## config.mk

```make
export PLATFORM = sky130hd
export DESIGN_NAME = mult_sched
export DESIGN_NICKNAME = d
export VERILOG_FILES = /design/src/rtl/mult_sched.sv
export SDC_FILE = /design/constraint.sdc
export NUM_CORES = 1
export LEC_CHECK = 0
export ABC_AREA = 0
export CAP_MARGIN = 10
export CORE_AREA = 2 2 103 105
export CTS_BUF_LIST = sky130_fd_sc_hd__clkbuf_4 sky130_fd_sc_hd__clkbuf_8
export DETAILED_ROUTE_END_ITERATION = 8
export DIE_AREA = 0 0 105 107
export PLACE_DENSITY = 0.94
export SLEW_MARGIN = 15
export SYNTH_ARGS = -nofsm -noshare
export SYNTH_HDL_FRONTEND = slang
export SYNTH_SLANG_ARGS = --single-unit
```

## constraint.sdc

```tcl
create_clock -name clk -period 2.1 [get_ports clk]
set_input_delay 0.21 -clock clk [delete_from_list [all_inputs] [get_ports clk]]
set_output_delay 0.21 -clock clk [all_outputs]
set_load 0.03 [all_outputs]
```

## src/rtl/mult_sched.sv

```systemverilog
// mult_sched: round-robin scheduler that shares one repeated-addition
// multiplier datapath among NREQ requesters. It grants one operand request,
// runs the datapath until its count reaches zero, then returns the product
// and the owner's index over a valid/ready response channel.
module mult_sched #(
    parameter int XLEN = 16,
    parameter int NREQ = 4,
    localparam int IDW = $clog2(NREQ)
) (
    input  logic                 clk,
    input  logic                 resetn,
    input  logic [NREQ-1:0]      req_valid,
    input  logic [NREQ*XLEN-1:0] req_a,
    input  logic [NREQ*XLEN-1:0] req_b,
    output logic [NREQ-1:0]      req_ready,
    output logic                 rsp_valid,
    input  logic                 rsp_ready,
    output logic [2*XLEN-1:0]    rsp_data,
    output logic [IDW-1:0]       rsp_id,
    output logic                 busy,
    output logic                 dp_ld_input,
    output logic [1:0]           dp_state,
    output logic [XLEN-1:0]      dp_a,
    output logic [XLEN-1:0]      dp_b,
    input  logic                 dp_eqz,
    input  logic [2*XLEN-1:0]    dp_product
);

    typedef enum logic [1:0] {
        S_IDLE = 2'd0,
        S_RUN  = 2'd1,
        S_RESP = 2'd2
    } state_t;

    localparam logic [1:0] DP_READY   = 2'd0;
    localparam logic [1:0] DP_OPERATE = 2'd1;
    localparam logic [1:0] DP_DONE    = 2'd2;

    state_t              state_q, state_d;
    logic [IDW-1:0]      rr_ptr_q, rr_ptr_d;
    logic [IDW-1:0]      id_q, id_d;
    logic                rsp_valid_q, rsp_valid_d;
    logic [2*XLEN-1:0]   rsp_data_q, rsp_data_d;
    logic [IDW-1:0]      rsp_id_q, rsp_id_d;

    logic                grant_found;
    logic [IDW-1:0]      grant_idx;
    int                  scan_idx;

    // Round-robin search: first valid requester starting at rr_ptr, wrapping.
    always_comb begin
        grant_found = 1'b0;
        grant_idx   = '0;
        scan_idx    = 0;
        for (int k = 0; k < NREQ; k++) begin
            scan_idx = int'(rr_ptr_q) + k;
            if (scan_idx >= NREQ) begin
                scan_idx = scan_idx - NREQ;
            end
            if (!grant_found && req_valid[scan_idx[IDW-1:0]]) begin
                grant_found = 1'b1;
                grant_idx   = scan_idx[IDW-1:0];
            end
        end
    end

    // Operands always follow the current winner; only sampled on the load strobe.
    assign dp_a = req_a[int'(grant_idx)*XLEN +: XLEN];
    assign dp_b = req_b[int'(grant_idx)*XLEN +: XLEN];

    // Next-state logic and the combinational handshake / datapath controls.
    always_comb begin
        state_d     = state_q;
        rr_ptr_d    = rr_ptr_q;
        id_d        = id_q;
        rsp_valid_d = rsp_valid_q;
        rsp_data_d  = rsp_data_q;
        rsp_id_d    = rsp_id_q;
        req_ready   = '0;
        dp_ld_input = 1'b0;
        dp_state    = DP_READY;
        case (state_q)
            S_IDLE: begin
                // READY here also clears the datapath's partial product.
                dp_state = DP_READY;
                if (grant_found) begin
                    req_ready[grant_idx] = 1'b1;
                    dp_ld_input          = 1'b1;
                    id_d                 = grant_idx;
                    rr_ptr_d             = (int'(grant_idx) == NREQ - 1) ? '0
                                                                         : grant_idx + IDW'(1);
                    state_d              = S_RUN;
                end
            end
            S_RUN: begin
                if (dp_eqz) begin
                    // Count exhausted: product is valid this cycle, capture it.
                    dp_state    = DP_DONE;
                    rsp_data_d  = dp_product;
                    rsp_id_d    = id_q;
                    rsp_valid_d = 1'b1;
                    state_d     = S_RESP;
                end else begin
                    dp_state = DP_OPERATE;
                end
            end
            S_RESP: begin
                dp_state = DP_DONE;
                if (rsp_ready) begin
                    rsp_valid_d = 1'b0;
                    state_d     = S_IDLE;
                end
            end
            default: begin
                state_d     = S_IDLE;
                rsp_valid_d = 1'b0;
            end
        endcase
    end

    // State and response registers; reset abandons any job in flight.
    always_ff @(posedge clk or negedge resetn) begin
        if (!resetn) begin
            state_q     <= S_IDLE;
            rr_ptr_q    <= '0;
            id_q        <= '0;
            rsp_valid_q <= 1'b0;
            rsp_data_q  <= '0;
            rsp_id_q    <= '0;
        end else begin
            state_q     <= state_d;
            rr_ptr_q    <= rr_ptr_d;
            id_q        <= id_d;
            rsp_valid_q <= rsp_valid_d;
            rsp_data_q  <= rsp_data_d;
            rsp_id_q    <= rsp_id_d;
        end
    end

    assign rsp_valid = rsp_valid_q;
    assign rsp_data  = rsp_data_q;
    assign rsp_id    = rsp_id_q;
    assign busy      = (state_q != S_IDLE);

endmodule
```

==> run metrics, run 1 <==
outcome finished with violations; failing checks setup timing; Clock Skew 4.68 ps; Distinct cells, synth 29; Power per Cell Area 1460 mW/mm^2; Period minus WS final 3130 ps; post-DR wirelength/cell 26.8 um; Int Power 0.00596 W; CTS Buffer Depth 2; final slew viol count 0; final hold vios 0; Synth Instances 447; CTS Buf Count 5; root buffer cell clkbuf_8; Final WS setup -1030 ps; RSZ-0062 raised after global routing yes; simple-gate portion of the synthesized area 27.4%; WS Path Type reg -> out; hold_ws 294 ps; WL final 23,100 um; placed cells 828; initial core utilization 37.2%; CTS tree done; Critical Path AT 2920 ps; worst slack at placement -647 ps; final instance area 0.00804 mm^2; relative slew slack 29.8%; Tightest Hold Check Type in -> async; placed inst area 0.00711 mm^2; Worst-Margin Slew 1040 ps; routed vias/inst 6.64; GPL Wtd Cong 0.891; Total GRT Usage 35.6%; I/O pins 243; Lkg Pwr 3.13 nW; P_sw 0.00576 W; WP data required 1890 ps; largest net degree at the start of global routing 53; Clk Latency, worst-skew pair 290 ps; post-synthesis adder-cell area fraction 1.33%; Syn. warnings 0; clock group share of total power 4.5%; Die Y 107 um; DP HPWL 12,200 um; CTS clock-pin slew for the worst setup and hold paths 70 ps; Synth Area in XOR/XNOR 0%; synthesized net count 619; fin cells 860; chip width 105 um; FMAX 320 MHz; port bufs 242; Syn Area/Cell 8.41 um^2; drt first-iter violations 555; Die ar. 0.0112 mm^2; R2R depth 10; vias in the first global route 5,593; Netlist Area Pre-Place 0.00376 mm^2; Flop pwr share 12.2%; largest family of logic cells by synthesized area simple AND/OR/NAND/NOR gates; Tcrit/Tclk final 149%; VDD IR-drop max 1.11 mV; layout cell share with drive strength beyond 1 35.5%; max-cap violations 0; DRC 0; count of state elements after synthesis 41; Combinational Power Share 83.2%; FF-to-FF End id_q[0]; multiplexer area fraction after synthesis 10.2%; setup violators final 34; initial antenna violation count 3; crit-path max FO 26; register area share after synthesis 27.3%; Worst Setup Start Kind flip-flop; synth-to-layout area growth 114%; global-route wire length before repair 31,500 um; site row count 37; reg2reg setup slack 170 ps; Synth Area in Compound Gates 26.0%; Final ANT Viol Nets 0; H-Tree Depth 2; Core Region 0.0101 mm^2; Reg-to-Reg Start rr_ptr_q[0]; grt ovf 0; TritonCTS Sinks 41; switching part of the total 49.2%; Critical Path Sink Type output port; Pre-antenna DRT Iters 5; number of nets in the layout 894; Via Count 5,709
[through the flow]
step                      power (W)  TNS (ps)  utilization [%]
after floorplan             0.00639      -689                -
after global placement      0.00917    -23770             70.4
after detailed placement    0.00942    -20960             70.4
final                        0.0117    -14200             79.6
after CTS                    0.0110    -12860             77.2
after global routing         0.0121    -15840             79.6
[layer usage]
metal / wire length (um) / GRT usage, % / vias to the layer above / share of wire (%)
li1: - / - / 2294 / -
met1: 7920 / 39.0 / 2672 / 34
met2: 10200 / 59.0 / 566 / 44
met3: 3140 / 12.6 / 175 / 14
met4: 1810 / 21.9 / 2 / 7.9
met5: 16 / 0 / - / 0.069
[cell type report]
| cell class | count | area, um^2 |
|---|---|---|
| Timing Repair Buffer | 328 | 3420 |
| Sequential cell | 41 | 1030 |
| Clock buffer | 7 | 90.1 |
| Fill cell | 566 | 2060 |
| Multi-Input combinational cell | 340 | 3300 |
| Antenna cell | 2 | 5.00 |
| Inverter | 6 | 22.5 |
| Tap cell | 136 | 170 |
[worst max-delay path: stages, from the launching register on]
cell and delay [ps]:
dfrtp_1 370, buf_6 120, nor2b_4 40, buf_4 140, buf_4 240, nor4_1 920
a221oi_1 170, buf_4 220, a32oi_4 220, buf_6 170
[synthesized netlist by cell type, drive strengths merged]
| cell type | n | area [um^2] |
|---|---|---|
| o21bai | 2 | 15.0 |
| mux2 | 34 | 383 |
| o32a | 1 | 10.0 |
| a21oi | 7 | 35.0 |
| clkinv | 1 | 3.75 |
| a32oi | 32 | 280 |
| a22o | 1 | 8.76 |
| inv | 5 | 18.8 |
| o21ai | 2 | 10.0 |
| nor4 | 33 | 206 |
| or4b | 1 | 10.0 |
| a31o | 1 | 8.76 |
| a21bo | 32 | 320 |
| ha | 4 | 50.1 |
| and3 | 2 | 12.5 |
| nand2 | 42 | 158 |
| clkbuf | 46 | 173 |
| or4 | 2 | 15.0 |
| nor2b | 6 | 37.5 |
| a211o | 1 | 8.76 |
| buf | 15 | 95.1 |
| nor3b | 32 | 240 |
| dfrtp | 41 | 1030 |
| a221oi | 32 | 280 |
| nor3 | 1 | 5.00 |
| nor2 | 7 | 26.3 |
| nand3 | 64 | 320 |
[registers in the layout, indices dropped and copies added (netlist names)]
signal	flops
rsp_data	32
rsp_id	2
rr_ptr_q	2
id_q	2
rsp_valid	1
state_q	2
[kinds of logic (layout without fill, tap and decap cells)]
kind of cell             after synthesis  in the layout
other                                  0              2
buffers and inverters                 67            341
AO/OA/AOI/OAI                        111            111
multiplexers                          34             34
AND/OR/NAND/NOR                      190            191
flip-flops                            41             41
adder cells (fa/ha/maj)                4              4
[worst max-delay path by stage]
stage	startpoint	to	cells past startpoint
finish	rr_ptr_q[0]	dp_b[11]	9
global route	rr_ptr_q[0]	dp_b[11]	9
CTS	rr_ptr_q[0]	dp_a[14]	8
detailed placement	req_valid[0]	dp_a[10]	7
global placement	req_valid[0]	dp_a[0]	7
floorplan	rr_ptr_q[1]	dp_a[1]	6
[cells in the final DEF (no fill, tap or decap), types with 3 or more instances in the layout]
| cell | Yosys | routed |
|---|---|---|
| a21bo_1 | 32 | 27 |
| a21bo_4 | 0 | 5 |
| a21oi_1 | 7 | 7 |
| a221oi_1 | 32 | 23 |
| a221oi_2 | 0 | 9 |
| a32oi_2 | 0 | 9 |
| a32oi_4 | 0 | 23 |
| buf_12 | 0 | 11 |
| buf_16 | 0 | 4 |
| buf_4 | 0 | 61 |
| buf_6 | 4 | 40 |
| buf_8 | 0 | 3 |
| clkbuf_8 | 0 | 6 |
| clkdlybuf4s50_1 | 0 | 198 |
| dfrtp_1 | 41 | 40 |
| dlygate4sd2_1 | 0 | 6 |
| inv_1 | 5 | 5 |
| mux2_2 | 34 | 34 |
| nand2_1 | 42 | 41 |
| nand3_1 | 64 | 44 |
| nand3_2 | 0 | 17 |
| nand3_4 | 0 | 3 |
| nor2_1 | 7 | 3 |
| nor2_4 | 0 | 4 |
| nor3b_1 | 32 | 32 |
| nor4_1 | 33 | 27 |
| nor4_2 | 0 | 6 |
[repair_timing]
item,CTS,global route
setup buffers,10,5
pin swaps,15,9
hold buffers,1,0
endpoints found under the setup margin,39,35
resized for setup,88,36
hold endpoints to repair,8,0
cloned,6,2
[power groups by stage]
stage / clock network, W / logic, W / registers, W
2_1_floorplan: 0 / 0.00431 / 0.00208
3_3_place_gp: 0 / 0.00778 / 0.00139
3_5_place_dp: 0 / 0.00799 / 0.00142
4_1_cts: 0.000557 / 0.00897 / 0.00143
5_1_grt: 0.000584 / 0.0101 / 0.00148
6_report: 0.000532 / 0.00976 / 0.00143
(Power assumes the default switching activity.)
==> run 2, diff against run 1 <==
--- a/config.mk
+++ b/config.mk
@@ -11,6 +11,7 @@
 export CTS_BUF_LIST = sky130_fd_sc_hd__clkbuf_4 sky130_fd_sc_hd__clkbuf_8
 export DETAILED_ROUTE_END_ITERATION = 8
 export DIE_AREA = 0 0 105 107
+export HOLD_SLACK_MARGIN = 0.12
 export PLACE_DENSITY = 0.94
 export SLEW_MARGIN = 15
 export SYNTH_ARGS = -nofsm -noshare
==> results of run 2 <==
Final layout, timing and power as in run 1 (identical DEF).
==> run 3, diff against run 2 <==
--- a/config.mk
+++ b/config.mk
@@ -7,12 +7,14 @@
 export LEC_CHECK = 0
 export ABC_AREA = 0
 export CAP_MARGIN = 10
-export CORE_AREA = 2 2 103 105
+export CORE_AREA = 2 2 109 111
 export CTS_BUF_LIST = sky130_fd_sc_hd__clkbuf_4 sky130_fd_sc_hd__clkbuf_8
 export DETAILED_ROUTE_END_ITERATION = 8
-export DIE_AREA = 0 0 105 107
+export DIE_AREA = 0 0 111 113
 export HOLD_SLACK_MARGIN = 0.12
-export PLACE_DENSITY = 0.94
+export PLACE_DENSITY = 0.89
+export REMOVE_ABC_BUFFERS = 1
+export SKIP_CTS_REPAIR_TIMING = 1
 export SLEW_MARGIN = 15
 export SYNTH_ARGS = -nofsm -noshare
 export SYNTH_HDL_FRONTEND = slang
==> constraint.sdc (replaced) <==
create_clock -name clk -period 2.8 [get_ports clk]
set_input_delay 0.28 -clock clk [delete_from_list [all_inputs] [get_ports clk]]
set_output_delay 0.28 -clock clk [all_outputs]
set_load 0.03 [all_outputs]
==> run 3 against run 2 <==
  * The run now ends clean
  * Largest power group unchanged
  * Worst setup slack better by 1200 ps
  * Largest cell class unchanged
  * Design area shrank 17%
  * Global-route usage fell by 13 points
  * Total power fell by 42%
  * Core utilization is 21 points lower
==> run metrics, run 3 (synthesis gave the netlist of run 1 again) <==
outcome finished clean; max reg flops 32; Die Y 113 um; Clock Skew 11.8 ps; setup violators final 0; VDD IR-drop max 0.722 mV; TritonCTS Sinks 41; commonest non-fill, non-tap cells in the layout clkdlybuf4s50_1, nand3_1, buf_4; chip width 111 um; WS Path Type reg -> out; n_diodes 0; Via Count 4,742; crit-path max FO 19; FMAX 375 MHz; initial antenna violation count 0; final hold vios 0; synth-to-layout area growth 76.8%; relative slew slack 40.2%; Die ar. 0.0125 mm^2; reg2reg setup slack 860 ps; Tcrit/Tclk final 95.3%; Lkg Pwr 2.70 nW; Power per Cell Area 1020 mW/mm^2; placed cells 804; RSZ-0062 raised after global routing no; final slew viol count 0; Period minus WS final 2670 ps; initial core utilization 33.3%; Routed met2 length 8010 um; Worst-Margin Slew 898 ps; vias in the first global route 4,593; setup TNS 0 ps; fill cell total of the finished layout 911; CTS clock-pin slew for the worst setup and hold paths 80 ps; R2R depth 7; Tot Pwr 0.00680 W; site row count 39; Worst Setup Start Kind flip-flop; H-Tree Depth 2; routed vias/inst 5.80; layout cell share with drive strength beyond 1 19.1%; drt first-iter violations 322; DRC 0; Total GRT Usage 22.5%; Pre-antenna DRT Iters 8; hold_ws 106 ps; top sig layer met4; number of nets in the layout 846; Slowest cell on crit path or4_4; Critical Path Sink Type output port; post-DR wirelength/cell 19.2 um; max-cap violations 0; fin cells 818; CTS Buffer Depth 2; largest net degree at the start of global routing 98; Critical Path AT 2390 ps; Tightest Hold Check Type in -> async; GPL Wtd Cong 0.920; CTS tree done; Final ANT Viol Nets 0; Reg-to-Reg Start rr_ptr_q[0]; I/O pins 243; CP cell instances nor2b_4 > or4_4 > buf_12 > buf_4 > a21bo_1 > a32oi_1 > buf_4; M1 wire length 5970 um; DP HPWL 11,100 um; FF-to-FF End rr_ptr_q[1]; CTS Buf Count 5; routed wl met3 1260 um; cell repeated most along the worst path buf_4; WL final 15,700 um; Core Region 0.0113 mm^2; WP data required 2520 ps; root buffer cell clkbuf_8; Clk Latency, worst-skew pair 300 ps; CP max stage delay 550 ps; port bufs 242; grt ovf 0; most common cell after layout, fill and taps aside clkdlybuf4s50_1; global-route wire length before repair 23,200 um
==> run 3: changes by cell type in the layout (fill, tap and decap cells not counted), sizes merged, moves of 2 or more <==
cell,before,now
bufbuf,2,0
buf,120,71
clkbuf,8,11
diode,2,0
clkdlybuf4s50,198,201
dlygate4sd2,6,0
clkinvlp,0,2
dlymetal6s2s,0,4
==> run 3: worst max-delay path, delay by kind of cell (launching register included) <==
family	cells	cell delay (ps)
AO/OA/AOI/OAI	2	420
buffers and inverters	3	560
flip-flops	1	460
AND/OR/NAND/NOR	2	640
==> run 3: layer usage <==
metal | vias to the layer above | GRT usage [%]
li1 | 2200 | -
met5 | - | 0
met4 | 0 | 7.58
met2 | 245 | 40.5
met1 | 2256 | 26.1
met3 | 41 | 5.78
==> run 3: stage by stage <==
stage                     worst slack, ps  util (%)  area [um^2]
after floorplan                     -2490         -         3490
after global placement              -29.6      56.6         6380
after detailed placement             -112      56.6         6380
after CTS                            -114      57.4         6470
after global routing                 61.7      58.9         6640
final                                 131      58.9         6640
==> run 3: how the worst max path moves through the flow <==
stage	slack, ps	end	start	cells past startpoint
4_1_cts	-110	dp_a[4]	req_valid[0]	8
6_report	130	dp_a[4]	rr_ptr_q[0]	7
5_1_grt	60	dp_a[1]	rr_ptr_q[0]	7
3_5_place_dp	-110	dp_a[4]	req_valid[0]	8
2_1_floorplan	-2490	req_ready[3]	req_valid[3]	5
3_3_place_gp	-30	dp_a[4]	req_valid[0]	8
==> run 3: area by class of cell <==
cell class | count | area, um^2 | share of cell area, %
clock buffer | 6 | 76.3 | 1.15
timing repair buffer | 281 | 2840 | 42.8
inverter | 6 | 22.5 | 0.339
clock inverter | 2 | 15.0 | 0.226
tap | 143 | 179 | 2.69
sequential | 41 | 1030 | 15.5
multi-input combinational | 339 | 2480 | 37.4
==> run 3: report_power, final <==
| part | internal, W | leakage [nW] | switching [W] |
|---|---|---|---|
| clock | 0.000185 | 0.0408 | 0.000210 |
| combinational | 0.00236 | 2.18 | 0.00297 |
| sequential | 0.000898 | 0.486 | 0.000176 |
| total | 0.00344 | 2.70 | 0.00336 |
